--- src/rtl/obi_wb_pkg.sv ---
// Shared types and constants for the OBI-to-Wishbone multi-window bridge.
// Holds the bridge FSM states and the Smartwave peripheral window map.
package obi_wb_pkg;

  typedef enum logic [1:0] {
    IDLE = 2'd0,
    BUS  = 2'd1,
    RESP = 2'd2
  } state_e;

  localparam logic [31:0] D_P_MATRIX_WB_BASE = 32'h0004_6000;
  localparam logic [31:0] DRIVE_I2CT_WB_BASE = 32'h0008_6000;

  localparam logic [7:0] PINMUX_SEL = 8'h0F;
  localparam logic [7:0] I2C_SEL    = 8'h0E;

  // A single window still needs a one-bit index port.
  function automatic int idx_w(input int n);
    return (n > 1) ? $clog2(n) : 1;
  endfunction

endpackage

--- src/rtl/obi_wb_addr_decode.sv ---
// Combinational window decoder: matches the top address bits against each
// window select and rebases the low offset bits onto that window's WB base.
module obi_wb_addr_decode
  import obi_wb_pkg::*;
#(
  parameter int ADDR_W = 32,
  parameter int N_WIN  = 2,
  parameter int SEL_W  = 8,
  parameter int OFFS_W = 8,
  parameter logic [N_WIN*SEL_W-1:0]  WIN_SEL  = {I2C_SEL, PINMUX_SEL},
  parameter logic [N_WIN*ADDR_W-1:0] WIN_BASE = {DRIVE_I2CT_WB_BASE, D_P_MATRIX_WB_BASE}
) (
  input  logic [ADDR_W-1:0]       i_addr,
  output logic                    o_hit,
  output logic [idx_w(N_WIN)-1:0] o_win_idx,
  output logic [ADDR_W-1:0]       o_addr
);

  localparam int IDX_W = idx_w(N_WIN);

  logic [SEL_W-1:0]  w_sel;
  logic [N_WIN-1:0]  w_hit_vec;
  logic [ADDR_W-1:0] w_offs;
  logic              w_unused_mid;

  assign w_sel        = i_addr[ADDR_W-1 -: SEL_W];
  assign w_offs       = {{(ADDR_W-OFFS_W){1'b0}}, i_addr[OFFS_W-1:0]};
  assign w_unused_mid = ^i_addr[ADDR_W-SEL_W-1:OFFS_W];

  always_comb begin
    w_hit_vec = '0;
    for (int i = 0; i < N_WIN; i++) begin
      w_hit_vec[i] = (w_sel == WIN_SEL[i*SEL_W +: SEL_W]);
    end
  end

  // Walk from the highest index down so the lowest matching window wins.
  always_comb begin
    o_hit     = 1'b0;
    o_win_idx = '0;
    o_addr    = '0;
    for (int i = N_WIN - 1; i >= 0; i--) begin
      if (w_hit_vec[i]) begin
        o_hit     = 1'b1;
        o_win_idx = IDX_W'(i);
        o_addr    = WIN_BASE[i*ADDR_W +: ADDR_W] | w_offs;
      end
    end
  end

endmodule

--- src/rtl/obi_wb_bridge_mw.sv ---
// OBI slave to Wishbone master bridge with windowed address translation,
// OBI error responses for unmapped accesses, WB bus errors and ack timeout.
module obi_wb_bridge_mw
  import obi_wb_pkg::*;
#(
  parameter int ADDR_W      = 32,
  parameter int DATA_W      = 32,
  parameter int N_WIN       = 2,
  parameter int SEL_W       = 8,
  parameter int OFFS_W      = 8,
  parameter logic [N_WIN*SEL_W-1:0]  WIN_SEL  = {I2C_SEL, PINMUX_SEL},
  parameter logic [N_WIN*ADDR_W-1:0] WIN_BASE = {DRIVE_I2CT_WB_BASE, D_P_MATRIX_WB_BASE},
  parameter int TIMEOUT_CYC = 16
) (
  input  logic                clk_i,
  input  logic                rst_i,
  input  logic                req_i,
  output logic                gnt_o,
  input  logic [ADDR_W-1:0]   addr_i,
  input  logic                wr_en_i,
  input  logic [DATA_W/8-1:0] byte_en_i,
  input  logic [DATA_W-1:0]   wdata_i,
  output logic                rvalid_o,
  output logic [DATA_W-1:0]   rdata_o,
  output logic                err_o,
  output logic [ADDR_W-1:0]   addr_o,
  input  logic [DATA_W-1:0]   data_i,
  output logic [DATA_W-1:0]   data_o,
  output logic                wr_en_o,
  output logic [DATA_W/8-1:0] byte_en_o,
  output logic                stb_o,
  output logic                cyc_o,
  input  logic                ack_i,
  input  logic                err_i,
  output logic                timeout_o
);

  localparam int CNT_W = $clog2(TIMEOUT_CYC + 1);
  localparam logic [CNT_W-1:0] CNT_LAST = CNT_W'(TIMEOUT_CYC - 1);

  state_e r_state;
  state_e w_state_nxt;

  logic [ADDR_W-1:0]       r_addr;
  logic [DATA_W-1:0]       r_wdata;
  logic                    r_wr_en;
  logic [DATA_W/8-1:0]     r_be;
  logic [DATA_W-1:0]       r_rdata;
  logic                    r_err;
  logic                    r_timeout;
  logic [CNT_W-1:0]        r_cnt;

  logic                    w_dec_hit;
  logic [idx_w(N_WIN)-1:0] w_win_idx;
  logic [ADDR_W-1:0]       w_dec_addr;
  logic                    w_timeout_hit;
  logic                    w_unused_idx;

  obi_wb_addr_decode #(
    .ADDR_W   (ADDR_W),
    .N_WIN    (N_WIN),
    .SEL_W    (SEL_W),
    .OFFS_W   (OFFS_W),
    .WIN_SEL  (WIN_SEL),
    .WIN_BASE (WIN_BASE)
  ) u_decode (
    .i_addr    (addr_i),
    .o_hit     (w_dec_hit),
    .o_win_idx (w_win_idx),
    .o_addr    (w_dec_addr)
  );

  // The window index is only informative here; translation already used it.
  assign w_unused_idx = ^w_win_idx;

  always_ff @(posedge clk_i) begin
    if (rst_i) begin
      r_state <= IDLE;
    end else begin
      r_state <= w_state_nxt;
    end
  end

  always_comb begin
    w_state_nxt   = r_state;
    w_timeout_hit = 1'b0;
    case (r_state)
      IDLE: begin
        if (req_i) begin
          w_state_nxt = w_dec_hit ? BUS : RESP;
        end
      end
      BUS: begin
        if (err_i || ack_i) begin
          w_state_nxt = RESP;
        end else if (r_cnt == CNT_LAST) begin
          w_state_nxt   = RESP;
          w_timeout_hit = 1'b1;
        end
      end
      RESP: begin
        w_state_nxt = IDLE;
      end
      default: begin
        w_state_nxt = IDLE;
      end
    endcase
  end

  // Request capture in IDLE, completion capture in BUS; a miss is answered
  // straight from the capture with err set and zero read data.
  always_ff @(posedge clk_i) begin
    if (rst_i) begin
      r_addr    <= '0;
      r_wdata   <= '0;
      r_wr_en   <= 1'b0;
      r_be      <= '0;
      r_rdata   <= '0;
      r_err     <= 1'b0;
      r_timeout <= 1'b0;
      r_cnt     <= '0;
    end else begin
      r_timeout <= w_timeout_hit;
      case (r_state)
        IDLE: begin
          if (req_i) begin
            r_addr  <= w_dec_addr;
            r_wdata <= wdata_i;
            r_wr_en <= wr_en_i;
            r_be    <= byte_en_i;
            r_err   <= ~w_dec_hit;
            r_rdata <= '0;
            r_cnt   <= '0;
          end
        end
        BUS: begin
          if (err_i) begin
            r_err <= 1'b1;
          end else if (ack_i) begin
            r_err   <= 1'b0;
            r_rdata <= r_wr_en ? '0 : data_i;
          end else if (w_timeout_hit) begin
            r_err <= 1'b1;
          end else begin
            r_cnt <= r_cnt + CNT_W'(1);
          end
        end
        default: begin
        end
      endcase
    end
  end

  assign gnt_o     = (r_state == IDLE) && req_i;
  assign cyc_o     = (r_state == BUS);
  assign stb_o     = (r_state == BUS);
  assign rvalid_o  = (r_state == RESP);
  assign err_o     = (r_state == RESP) && r_err;
  assign rdata_o   = r_rdata;
  assign timeout_o = r_timeout;
  assign addr_o    = r_addr;
  assign data_o    = r_wdata;
  assign wr_en_o   = r_wr_en;
  assign byte_en_o = r_be;

endmodule
--- config.mk ---
export PLATFORM = sky130hd
export DESIGN_NAME = obi_wb_bridge_mw
export DESIGN_NICKNAME = d
export VERILOG_FILES = /design/src/rtl/obi_wb_pkg.sv /design/src/rtl/obi_wb_addr_decode.sv /design/src/rtl/obi_wb_bridge_mw.sv
export SDC_FILE = /design/constraint.sdc
export NUM_CORES = 1
export LEC_CHECK = 0
export ABC_AREA = 1
export CORE_MARGIN = 2
export CORE_UTILIZATION = 41
export CTS_CLUSTER_SIZE = 40
export DETAILED_ROUTE_END_ITERATION = 7
export PLACE_DENSITY = 0.86
export SYNTH_ARGS = -nofsm -noshare
export SYNTH_HDL_FRONTEND = slang
export SYNTH_SLANG_ARGS = --single-unit
export TNS_END_PERCENT = 1
--- constraint.sdc ---
create_clock -name clk_i -period 2.3 [get_ports clk_i]
set_clock_uncertainty 0.05 [all_clocks]
set_input_delay 0.46 -clock clk_i [delete_from_list [all_inputs] [get_ports clk_i]]
set_output_delay 0.46 -clock clk_i [all_outputs]
set_load 0.05 [all_outputs]
-- Word level (Yosys, flattened, before mapping)
Index checks and enable logic that the tools add are counted.
W data, S select, Z words.
- bits in registers: 110
- bits in latches: 0
- RAM bits: 0
- ROM bits: 0
- bits of input ports: 106
- output and inout port bits: 107
- logic and storage cells: 60
- memories: 0
- add/sub/neg operators: 1
- multiply operators: 0
- divide/modulo/power cells: 0
- $lt $le $gt $ge: 0
- equal/unequal tests: 12
- shifts and indexed selects: 0
- muxes and demuxes: 27
- bitwise logic cells: 1
- reduce and logical (&&, ||, !) cells: 10
- operators with widths (operator ; count):
    $mux W32 ; 4
    $pmux W32 S2 ; 1
    $mux W20 ; 2
    $mux W5 ; 4
    $eq A8 B4 Y1 const B ; 2
    $pmux W5 S2 ; 1
    $mux W1 ; 9
    $mux W2 ; 4
    $ne A2 B2 Y1 const B ; 4
    $add A5 B1 Y5 const B ; 1
    $eq A5 B4 Y1 const B ; 1
    $reduce_and A5 Y1 ; 1
    $ne A4 B1 Y1 const B ; 1
    $pmux W2 S2 ; 1
    $reduce_and A2 Y1 ; 2
    $reduce_and A4 Y1 ; 1
    $ne A3 B1 Y1 const B ; 1
    $reduce_and A3 Y1 ; 1
    $eq A2 B1 Y1 const B ; 1
    $eq A2 B2 Y1 const B ; 1
    $logic_and A1 B1 Y1 ; 2
    $logic_not A2 Y1 ; 1
    $ne A2 B1 Y1 const B ; 1
    $pmux W1 S2 ; 1
    other kinds (3) ; 3

-- Logic depth before layout (Yosys ltp)
- depth after elaboration: 8
- depth in mapped cells: 10
- mapped depth without buffers: 10

-- Hierarchy
From an unflattened synthesis, not the netlist that was laid out.
- cells, all modules: 643
- area total of the unflattened synthesis: 4618.2 µm²
- by module, submodules not included (module ; times used ; cells an instance ; area an instance (µm²) ; sequential area each (µm²)):
    obi_wb_bridge_mw ; 1 ; 578 ; 4197.8 ; 2202.1
    obi_wb_addr_decode ; 1 ; 65 ; 420.4 ; 0.0

-- Least setup slack after synthesis
OpenSTA, ideal clock, no wires.
- path kind: register -> output
- start point: reg r_state[1]
- end point: out err_o
- arrival time: 1.542 ns
- data required time: 1.790 ns
- setup slack: 0.248 ns
- stages on the path, launching flop included: 3
- path buffers: 0
- cells stage by stage: dfxtp_1 inv_1 nor3_1
- cells in the longest elaborated chain, start to end: 2
- ends and longest elaborated chain (what ; RTL line ; RTL):
    start: declaration ; obi_wb_bridge_mw.sv:41 ; state_e r_state;
    start signal: assignment ; obi_wb_bridge_mw.sv:80 ; r_state <= w_state_nxt;
    $eq A2 B2 Y1 ; obi_wb_bridge_mw.sv:158 ; assign err_o = (r_state == RESP) && r_err;
    $logic_and A1 B1 Y1 ; obi_wb_bridge_mw.sv:158 ;
    end: declaration ; obi_wb_bridge_mw.sv:25 ; output logic err_o,
No other way between the ends.

-- Worst setup path after layout
- start point: reg r_wr_en, in the netlist wr_en_o
- end point: out wr_en_o
- RTL lines (what ; RTL line ; RTL):
    start: declaration ; obi_wb_bridge_mw.sv:46 ; logic r_wr_en;
    start signal: assignment ; obi_wb_bridge_mw.sv:129 ; r_wr_en <= wr_en_i;
    end: declaration ; obi_wb_bridge_mw.sv:29 ; output logic wr_en_o,
No word-level cell between the ends.

==> impl_summary.txt <==
----------------------------------------------------
[Critical path]
  Critical path peak fanout ... 3
  Crit path arrival time ... about 1.6 ns
  Path type of the worst setup path ... flop to output port
  CP startpoint kind ... flop
  Critical path's top delay family ... buffers and inverters
  Kind of capture point of the worst setup path ... output port
  Library cell contributing the largest single delay on the critical path ... sky130_fd_sc_hd__clkdlybuf4s50_1
  Cell-by-cell listing of the critical path ... clkdlybuf4s50_1
  Setup crit start ... wr_en_o$_SDFFE_PP0P_
  Worst R2R Start ... r_cnt[0]$_SDFFE_PP0P_
  Critical Path RT ... between 1.5 and 2 ns
  Max stage delay on crit path ... approximately 0.85 ns
  Critical path buffers and inverters ... 1

[Global routing]
  Met2 Use GR ... a little over a third
  Global-route wire length before repair ... between 15000 and 20000 um
  Met1 Usage GRT ... around 23%
  Initial antenna violation count ... 0
  Maximum number of pins on one net before global-route repair ... 38
  Combined global-route utilization of all metal layers ... 19.9%
  Remaining Overflow, GRT ... 0
  Busiest grt layer ... met2
  Met3 layer usage reported by global route ... roughly 5.9%
  Via count of the first global-routing pass ... ~3500

[Final layout]
  Final nets ... 770
  Cell Count, Final, Fillers Out ... 775
  Ant. Diodes ... 0
  Syn-to-layout area delta ... 52.6%
  Layout Utilization ... 64.2%
  Share of cells above drive strength 1 ... 5.85%

[Timing]
  Post-route setup slack ... between 0.15 and 0.2 ns
  Max-slew violations ... 0
  Highest clock rate ... between 400 and 500 MHz
  Shortest clock period the worst path allows after layout ... between 2 and 2.5 ns
  RSZ-0062 raised after global routing ... false
  Final-report setup violation count ... 0
  Final Cycle Share ... about nine tenths
  Fin Setup TNS ... 0 ns
  Tightest Pin Transition ... around 0.54 ns
  Post-route worst hold slack ... between 0.4 and 0.5 ns
  Final-report hold violation count ... 0
  Worst slew margin ... a little under two thirds

[Placement]
  Placement-stage worst setup slack ... about 0.26 ns
  Number of cells in the design after placement ... 759
  GP Congestion ... roughly 0.81
  Port buffer count ... approximately 180
  Placed wire-length estimate ... around 7200 um

[Clock tree]
  Longest Clk Path Bufs ... 2
  TritonCTS clock tree ... built
  Clock Pin Slew Worst Setup and Hold Paths ... ~0.09 ns
  Clock sink count ... 89
  Clock root cell ... sky130_fd_sc_hd__clkbuf_8
  Post-cts resize count ... 0
  Total of hold buffers inserted after clock tree synthesis ... 0
  Max H-tree Level ... 3
  Cts bufs inserted ... 9
  Buffer count from post-CTS setup fixing ... 0
  Clock latency on the worst-skew pair ... 0.35 ns

[Job]
  Number of max-capacitance violations reported ... 0

[Yosys]
  Area leader, netlist ... sky130_fd_sc_hd__dfxtp_1
  Leading post-synthesis cells by cell area ... sky130_fd_sc_hd__dfxtp_1 (49%), sky130_fd_sc_hd__nand2_1 (14%), sky130_fd_sc_hd__nor2_1 (13%), sky130_fd_sc_hd__buf_4 (5.4%), sky130_fd_sc_hd__o21ai_0 (4.5%)
  Area share of the largest cell type after synthesis ... 49.1%
  Sequential area share after synthesis ... between 40% and 50%
  Synthesized area per cell ... around 7.4 um^2
  Library cells used by synthesis ... 24
  Cell count after synthesis ... approximately 490
  Synthesis-stage register bit count ... just under 90
  Warnings from Yosys ... 0
  Area of the mapped netlist ... around 3600 um^2

[Power and ir drop]
  Maximum vdd drop ... between 0.0003 and 0.0004 V
  Leakage power of the design ... between 2 and 2.5 nW
  PD cells ... 653 nW/um^2

[Routing]
  Vias per inst ... between 4 and 5
  DRT iter0 DRCs ... 104
  Routed WL ... around 9700 um
  Post-detailed-route DRC marker count ... 0
  Pre-antenna DRT Iters ... 4
  DR WL/cell ... 12.5 um
  Total via count in the routed design ... between 3000 and 4000
  Antenna viol nets, final ... 0

[Hold path]
  Kind of path behind the tightest hold check ... flop to flop
  Start point of the worst hold path ... addr_o[6]$_SDFFE_PP0P_

[Floorplanning]
  Initial Utilization ... ~42%
  Placeable Area ... between 8000 and 9000 um^2
  Horiz. Die Dim ... 98.1 um
  Number of top-level pins ... roughly 210
  Chip height ... around 100 um
  Number of standard-cell rows in the floorplan ... 34
  Area of the die ... 9620 um^2

[Status]
  Result of the run ... complete, no violations

----------------------------------------------------
## worst paths after layout
kind	end	slack, ns	cells past startpoint
worst max register to register	r_cnt[1]$_SDFFE_PP0P_	0.56	9
worst min register to register	addr_o[6]$_SDFFE_PP0P_	0.41	2
worst min-delay path	addr_o[6]$_SDFFE_PP0P_	0.41	2
worst max-delay path	wr_en_o	0.20	1
## sequential cells by signal (all words and copies together) (netlist names)
register   cells
addr_o        11
byte_en_o      4
data_o        32
r_cnt          5
r_err          1
r_state        2
rdata_o       32
timeout_o      1
wr_en_o        1
## routing by layer
layer | wire, um | share of wire, % | vias to the layer above
met5 | 0 | 0 | -
met4 | 208 | 2.1 | 0
met3 | 687 | 7.1 | 21
met2 | 4780 | 49 | 127
met1 | 4040 | 42 | 1642
li1 | - | - | 1823
## cell type report
type                    count  area, um^2
clock buffers              10         138
clock inverters             6        43.8
fillers                   760        3100
inverters                  19        73.8
multi-input cells         358        1530
flip-flops and latches     89        1780
well taps                 108         135
repair buffers            185        1840
## per-stage QoR
stage	power (mW)	cell area, um^2
after floorplan	2.33	3700
after global placement	2.65	5360
after detailed placement	2.67	5360
after CTS	3.66	5540
after global routing	3.80	5540
final	3.62	5540
## synthesized netlist by cell type
| cell | count |
|---|---|
| sky130_fd_sc_hd__buf_2 | 13 |
| sky130_fd_sc_hd__a22o_1 | 11 |
| sky130_fd_sc_hd__buf_6 | 4 |
| sky130_fd_sc_hd__nand2_1 | 133 |
| sky130_fd_sc_hd__inv_2 | 2 |
| sky130_fd_sc_hd__conb_1 | 1 |
| sky130_fd_sc_hd__a21oi_1 | 7 |
| sky130_fd_sc_hd__nand2_2 | 1 |
| sky130_fd_sc_hd__buf_1 | 1 |
| sky130_fd_sc_hd__o21ai_0 | 33 |
| sky130_fd_sc_hd__o21a_1 | 1 |
| sky130_fd_sc_hd__o21ai_2 | 1 |
| sky130_fd_sc_hd__ha_1 | 2 |
| sky130_fd_sc_hd__and3_1 | 1 |
| sky130_fd_sc_hd__buf_4 | 26 |
| sky130_fd_sc_hd__nand3_2 | 1 |
| sky130_fd_sc_hd__nor2_4 | 3 |
| sky130_fd_sc_hd__dfxtp_1 | 89 |
| sky130_fd_sc_hd__nor2_1 | 130 |
| sky130_fd_sc_hd__nand3_1 | 13 |
| sky130_fd_sc_hd__nor3_1 | 1 |
| sky130_fd_sc_hd__inv_1 | 16 |
| sky130_fd_sc_hd__clkbuf_1 | 3 |
| sky130_fd_sc_hd__inv_4 | 1 |
## cell usage in the layout (no fill, tap or decap)
cell	instances
sky130_fd_sc_hd__buf_4	12
sky130_fd_sc_hd__conb_1	20
sky130_fd_sc_hd__nand2_2	1
sky130_fd_sc_hd__clkdlybuf4s50_1	171
sky130_fd_sc_hd__dfxtp_1	89
sky130_fd_sc_hd__clkinv_4	3
sky130_fd_sc_hd__nor2_4	3
sky130_fd_sc_hd__o21a_1	1
sky130_fd_sc_hd__inv_2	2
sky130_fd_sc_hd__o21ai_0	33
sky130_fd_sc_hd__ha_1	2
sky130_fd_sc_hd__inv_4	1
sky130_fd_sc_hd__and3_1	1
sky130_fd_sc_hd__o21ai_2	1
sky130_fd_sc_hd__inv_1	16
sky130_fd_sc_hd__nand2_1	133
sky130_fd_sc_hd__buf_12	2
sky130_fd_sc_hd__nand3_1	13
sky130_fd_sc_hd__nand3_2	1
sky130_fd_sc_hd__nor3_1	1
sky130_fd_sc_hd__clkbuf_8	10
sky130_fd_sc_hd__a22o_1	11
sky130_fd_sc_hd__clkinvlp_4	1
sky130_fd_sc_hd__nor2_1	130
sky130_fd_sc_hd__clkinv_2	2
sky130_fd_sc_hd__a21oi_1	7
## cells by family (layout without fill, tap and decap cells)
logic type	count (synthesis)	count (layout)	synth area share (%)
compound gates	53	53	8.61
fa+ha+maj	2	2	0.689
buf+inv	66	220	10.9
flops	89	89	49.1
other cells	1	20	0.103
simple gates	283	283	30.7
## report_power, final
group | switching (mW) | internal [mW] | total, mW
clock | 0.557 | 0.424 | 0.981
sequential | 0.0462 | 1.63 | 1.68
combinational | 0.601 | 0.359 | 0.959
total | 1.20 | 2.41 | 3.62
Note: power is estimated with default switching activity, not from simulation.
